### config.mk
export PLATFORM = sky130hd
export DESIGN_NAME = decision_stack
export DESIGN_NICKNAME = d
export VERILOG_FILES = /design/src/rtl/decision_stack_pkg.sv /design/src/rtl/decision_stack.sv
export SDC_FILE = /design/constraint.sdc
export NUM_CORES = 1
export LEC_CHECK = 0
export ABC_AREA = 1
export BUFFER_PORTS_ARGS = -buffer_cell sky130_fd_sc_hd__buf_2
export CORE_UTILIZATION = 45
export CTS_BUF_LIST = sky130_fd_sc_hd__clkbuf_2
export DETAILED_ROUTE_END_ITERATION = 8
export PLACE_DENSITY = 0.67
export SYNTH_ARGS = -nofsm -noshare
export SYNTH_HDL_FRONTEND = slang
export SYNTH_SLANG_ARGS = --single-unit
### constraint.sdc
create_clock -name clock -period 4.1 [get_ports clock]
set_input_delay 0.82 -clock clock [delete_from_list [all_inputs] [get_ports clock]]
set_output_delay 0.82 -clock clock [all_outputs]
set_load 0.005 [all_outputs]
### src/rtl/decision_stack_pkg.sv
// Shared types for the SAT engine assignment trail.
// VAR_W derives from MAX_VARS_BITS, which normally comes from the system
// definitions; a local fallback keeps this slice self-contained.
`ifndef MAX_VARS_BITS
`define MAX_VARS_BITS 7
`endif

package decision_stack_pkg;

  localparam int STACK_VAR_W = `MAX_VARS_BITS;

  typedef enum logic {
    ASSIGN_DECIDE = 1'b0,
    ASSIGN_FORCED = 1'b1
  } assign_type_e;

  typedef struct packed {
    assign_type_e                 entry_type;
    logic                         val;
    logic [STACK_VAR_W-1:0]       var_idx;
  } trail_entry_t;

endpackage

### src/rtl/decision_stack.sv
// decision_stack: LIFO assignment trail between decision/propagation (push)
// and the backtrack controller (pop). The top entry and empty/full are
// combinational from state. Push+pop on a non-empty stack replaces the top.
// Optional build macro STACK_ERR_FLAG_EN adds a sticky 'err' output that
// flags ignored operations (push-only while full, pop-only while empty).
// DEPTH must be >= 2.
module decision_stack
  import decision_stack_pkg::*;
#(
  parameter int VAR_W = STACK_VAR_W,
  parameter int DEPTH = 2**STACK_VAR_W
) (
  input  logic             clock,
  input  logic             reset,
  input  logic             push,
  input  logic             pop,
  input  logic             type_in,
  input  logic             val_in,
  input  logic [VAR_W-1:0] var_in,
  output logic [VAR_W-1:0] var_out,
  output logic             type_out,
  output logic             val_out,
  output logic             empty,
  output logic             full
`ifdef STACK_ERR_FLAG_EN
  ,
  output logic             err
`endif
);

  localparam int SP_W = $clog2(DEPTH + 1);
  localparam int AW   = (DEPTH > 1) ? $clog2(DEPTH) : 1;

  typedef struct packed {
    assign_type_e     entry_type;
    logic             val;
    logic [VAR_W-1:0] var_idx;
  } entry_t;

  entry_t          mem_q [DEPTH];
  logic [SP_W-1:0] sp_q, sp_d;
  logic            wr_en;
  logic [AW-1:0]   wr_addr;
  logic [AW-1:0]   rd_addr;
  logic            empty_w, full_w;
  entry_t          wr_entry;
  entry_t          top_entry;

  assign empty_w = (sp_q == '0);
  assign full_w  = (sp_q == SP_W'(DEPTH));
  assign rd_addr = AW'(sp_q - SP_W'(1));

  assign wr_entry.entry_type = assign_type_e'(type_in);
  assign wr_entry.val        = val_in;
  assign wr_entry.var_idx    = var_in;

  // Next stack pointer and write port from the push/pop combination.
  always_comb begin
    // NOTE: every output of a combinational block gets a default first so no latch is inferred.
    sp_d    = sp_q;
    wr_en   = 1'b0;
    wr_addr = AW'(sp_q);
    case ({push, pop})
      2'b10: begin
        if (!full_w) begin
          wr_en = 1'b1;
          sp_d  = sp_q + SP_W'(1);
        end
      end
      2'b01: begin
        if (!empty_w) sp_d = sp_q - SP_W'(1);
      end
      2'b11: begin
        wr_en = 1'b1;
        if (empty_w) begin
          sp_d = sp_q + SP_W'(1);
        end else begin
          wr_addr = rd_addr;
        end
      end
      default: ;
    endcase
  end

  // Stack pointer: the only state cleared by reset.
  always_ff @(posedge clock or posedge reset) begin
    // NOTE: sequential state is updated with non-blocking assignments only.
    if (reset) sp_q <= '0;
    else       sp_q <= sp_d;
  end

  // Entry storage.
  // NOTE: the array is deliberately not reset; sp alone defines which entries are valid.
  always_ff @(posedge clock) begin
    if (wr_en) mem_q[wr_addr] <= wr_entry;
  end

  // Top-of-stack view; all zero when the stack is empty.
  always_comb begin
    top_entry = '0;
    if (!empty_w) top_entry = mem_q[rd_addr];
  end

  assign var_out  = top_entry.var_idx;
  assign type_out = top_entry.entry_type;
  assign val_out  = top_entry.val;
  assign empty    = empty_w;
  assign full     = full_w;

`ifdef STACK_ERR_FLAG_EN
  logic err_q;

  // Sticky flag for ignored operations; cleared only by reset.
  always_ff @(posedge clock or posedge reset) begin
    if (reset) begin
      err_q <= 1'b0;
    end else if ((push && !pop && full_w) || (pop && !push && empty_w)) begin
      err_q <= 1'b1;
    end
  end

  assign err = err_q;
`endif

endmodule

After elaboration in Yosys (flattened, before gate mapping)

Memories as Yosys holds them, arrays and structs flattened.
Cells that the tools add are included.
Widths: inputs -> output; s select.

Register bits: 8
Bits in writable memories: 1,152
Input bits: 13
Output and inout bits: 11
Logic and storage cells: 25
Memories: 1

Memory list:

| name  | words | width | read ports | clocked after Yosys merged registers in | wr ports | RTL line             | RTL |
|---|---|---|---|---|---|---|---|
| mem_q | 128   | 9     | 1          | 0                                       | 1        | decision_stack.sv:40 | `entry_t mem_q [DEPTH];` |

Add/sub/neg operators: 2
Equal/unequal tests: 7
Muxes and demuxes: 11
Reduce and logical (&&, ||, !) cells: 3

Operators with widths:

| cell                | number |
|---|---|
| $mux 8              | 3 |
| $pmux 8 s3          | 1 |
| $mux 7              | 2 |
| $mux 9              | 1 |
| $add 8x1->8 const B | 1 |
| $eq 8x8->1 const B  | 1 |
| $logic_not 8->1     | 1 |
| $sub 8x1->8 const B | 1 |
| $ne 2x2->1 const B  | 3 |
| $eq 2x2->1 const B  | 2 |
| $reduce_and 4->1    | 1 |
| $mux 1              | 3 |
| $reduce_bool 3->1   | 1 |
| $eq 2x1->1 const B  | 1 |
| $pmux 1 s2          | 1 |

Longest topological paths before layout

Word-level depth: 5
Gate-level depth with buffers: 19
Mapped depth without buffers: 14

Worst setup path after synthesis

OpenSTA, ideal clock, no wires.

Kind: register to output
Start point: register sp_q[0]
End point: output port var_out[2]
Data arrival time: 2,831 ps
Data required time: 3,280 ps
Slack: 449 ps
Cell stages (with the launch flop): 18
Buffers on the path: 7
Cell sequence: dfrtp_1 -> buf_2 -> inv_2 -> buf_2 -> clkbuf_1 -> buf_2 -> ha_1 -> buf_2 -> clkinv_1 -> clkbuf_1 -> clkbuf_1 -> nand3_1 -> nand3_1 -> nand3_1 -> nand3_1 -> nand3_1 -> a21oi_1 -> nor2_1

Cells in the longest elaborated chain, start to end: 3
Elaborated cells on any way between the ends: 4
Classes of those cells: add/sub: 1; mux: 1; reduce/logical: 1; memory: 1

RTL lines:

| element                | RTL line              | RTL |
|---|---|---|
| start, declared        | decision_stack.sv:41  | `logic [SP_W-1:0] sp_q, sp_d;` |
| start signal, assigned | decision_stack.sv:89  | `else sp_q <= sp_d;` |
| $sub 8x1->8            | --                    |  |
| $mem_v2 128x9          | --                    |  |
| $mux 9 (*)             | decision_stack.sv:101 | `if (!empty_w) top_entry = mem_q[rd_addr];` |
| end, declared          | decision_stack.sv:20  | `output logic [VAR_W-1:0] var_out,` |

Every way passes the cells marked *; elsewhere a longest branch is shown, timed or not.

Worst setup path in the final report

Same ends and word-level chain as after synthesis.

==> qor.csv <==
metric,value,unit
io_pins,24,
fin_crit_sh,120.6,%
status,"complete, but fails checks",
numCtsBuffers,305,
crit_path_max_incr_delay,530,ps
violations,setup timing,
irDropWorstVdd,0.0006949,V
endpoint_kind,output port,
cts_tree,done,
clk_pin_slew,100,ps
fin_crit,4944,ps
powerDensity,790.8,nW/µm²
die_x,326.1,µm
hp-class,input pin to flop,
die_y,326.1,µm
netlist_instances,4024,
maxCapViolCount,0,
dr.pass1.iters,6,
io_buffers,23,
clk_path_buf_depth,4,
crit_path_frequent_cell,nand3_2,
dp_slack,310.4,ps
detail-route-antenna-nets,0,
drc_errors,0,
grt_pass1_vias,32922,
hold_viol_final,0,
initial_core_util,45.55,%
vias,33557,
synth_area_leaders,"edfxtp_1, nand3_1, nand2_1",
via_per_inst,5.673,
overflow,0,
synth-seq-cells,1160,
fin_nets,4367,
dieArea,106400,µm²
final_common_cell,nand2_1,
layout-drive-gt1-share,18.78,%
clock-root-buffer,clkbuf_2,
grtUsageTotal,25.44,%
numClockSinks,1160,
ys_seq_area_share,73.60,%
worst-path-max-fanout,12,
rsz0062_at_grt,yes,
grt_max_degree,160,
fmax,202.3,MHz
cp.required,3280,ps
synth_top_area_share,73.17,%
cp_slowest_cell,dfrtp_4,
routed_wl,136700,µm
routedWlPerCell,23.12,µm
clock-skew-final,161.7,ps
design.core.area,103800,µm²
timing.slew.headroom,28.04,%
postSynthAreaPerCell,11.75,µm²
grt_pass1_wl,202800,µm
antenna_found_initial,2,
tightest_slew,1079,ps
hpwl,72320,µm
synth.distinct_cells,35,
cp.arrival,4120,ps
slew_viol_final,0,
synth_nets,4039,
crit_type,flop to output port,
area_growth,15.16,%
final_cell_mix,"nand2_1, edfxtp_1, nand3_1",
regArea,34800,µm²
synth_top_area_cell,edfxtp_1,
gp_congestion,0.9250,
multiInputGateArea,12070,µm²
setup_slack,-844.0,ps
rows,118,
clk_latency,1600,ps
leakage,19.91,nW
crit_chain,clkinv_8 > ha_4 > buf_12 > inv_16 > buf_16 > buf_12 > buf_16 > nand3_1 > nand3_1 > nand3_2 > nand3_2 > nand3_2 > a21oi_2 > nor2_4 > buf_2,
htree_levels,5,
synth.cell_area,47280,µm²
finalSetupTns,-7197,ps
synth_warnings,0,
fill_cells,8842,
cp-start-kind,flop,
drt_iter0_drc,3801,
setup_violations,9,
-- state kept, by name, summed over array words and instances, names as in the netlist --
register / count
sp_q: 8
mem_q: 1152
-- cells by family after synthesis --
group / after synthesis / synth area share (%)
AO/OA/AOI/OAI: 56 / 0.7093
XOR/XNOR: 9 / 0.1826
adder cells (fa/ha/maj): 2 / 0.05292
buffers and inverters: 305 / 2.559
flip-flops: 1160 / 73.60
AND/OR/NAND/NOR: 2492 / 22.90
-- metrics by stage --
stage / hold slack, ps / util [%] / cell area [µm²] / power [W] / std cells
after floorplan: 549.9 / - / 47280 / 0.02425 / 4024
final: 283.6 / 52.45 / 54440 / 0.04305 / 5915
after global routing: 174.0 / 52.45 / 54440 / 0.04501 / 5914
after CTS: 167.4 / 52.19 / 54170 / 0.04229 / 5898
after detailed placement: 577.6 / 47.97 / 49790 / 0.03103 / 5343
after global placement: 566.2 / 47.97 / 49790 / 0.03091 / 5343
-- Yosys cell counts, drive strengths merged --
cell type,instances
a21oi,1
a22oi,1
and2b,1
buf,69
clkbuf,188
clkinv,2
dfrtp,8
edfxtp,1152
ha,2
inv,46
nand2,1207
nand3,1077
nand4,1
nor2,200
nor2b,2
nor3,3
nor4,1
o211ai,12
o21ai,37
o22ai,5
xnor2,1
xor2,8
-- worst max-delay path, delay by kind of cell, from the launching register on --
family | cells | cell delay [ps]
fa+ha+maj | 1 | 200
buf+inv | 7 | 890
flops | 1 | 530
simple gates | 6 | 660
compound gates | 1 | 210
-- metal layers --
metal / share of wire (%) / global-route usage [%] / wire length (µm)
met2: 48 / 40.23 / 65160
met4: 3.9 / 12.39 / 5287
met1: 38 / 33.03 / 51950
met3: 10 / 6.041 / 14340
met5: 0 / 0 / 0
-- report_power, final --
part           internal [W]  switching (W)
combinational       0.00734         0.0151
sequential           0.0133       0.000104
clock               0.00275        0.00450
-- path summary, 6_finish.rpt --
| path | from | end | slack [ps] | depth (start not counted) |
|---|---|---|---|---|
| max | sp_q[0] | var_out[2] | -840 | 15 |
| max in group asynchronous | reset | sp_q[2] | 3260 | 4 |
| max reg2reg | sp_q[0] | mem_q[63][3] | 150 | 11 |
| min | var_in[3] | mem_q[54][3] | 280 | 2 |
| min in group asynchronous | reset | sp_q[0] | 420 | 4 |
| min reg2reg | sp_q[1] | sp_q[1] | 690 | 2 |
-- final cells by class --
cell class | count | area share [%]
tap | 1380 | 3.172
clock buffer | 428 | 3.935
inverter | 48 | 0.4275
timing repair inverter | 5 | 0.08044
timing repair buffer | 273 | 5.861
antenna | 10 | 0.04597
clock inverter | 52 | 0.3930
multi-input combinational | 2559 | 22.17
sequential | 1160 | 63.92
-- what timing repair did --
item	4_1_cts	5_1_grt
pin swaps	41	16
resized for setup	184	42
hold endpoints to repair	672	0
hold buffers	15	0
setup endpoints to repair	11	41
setup buffers	35	5
gates cloned	25	3
Note: power is estimated with default switching activity, not from simulation.
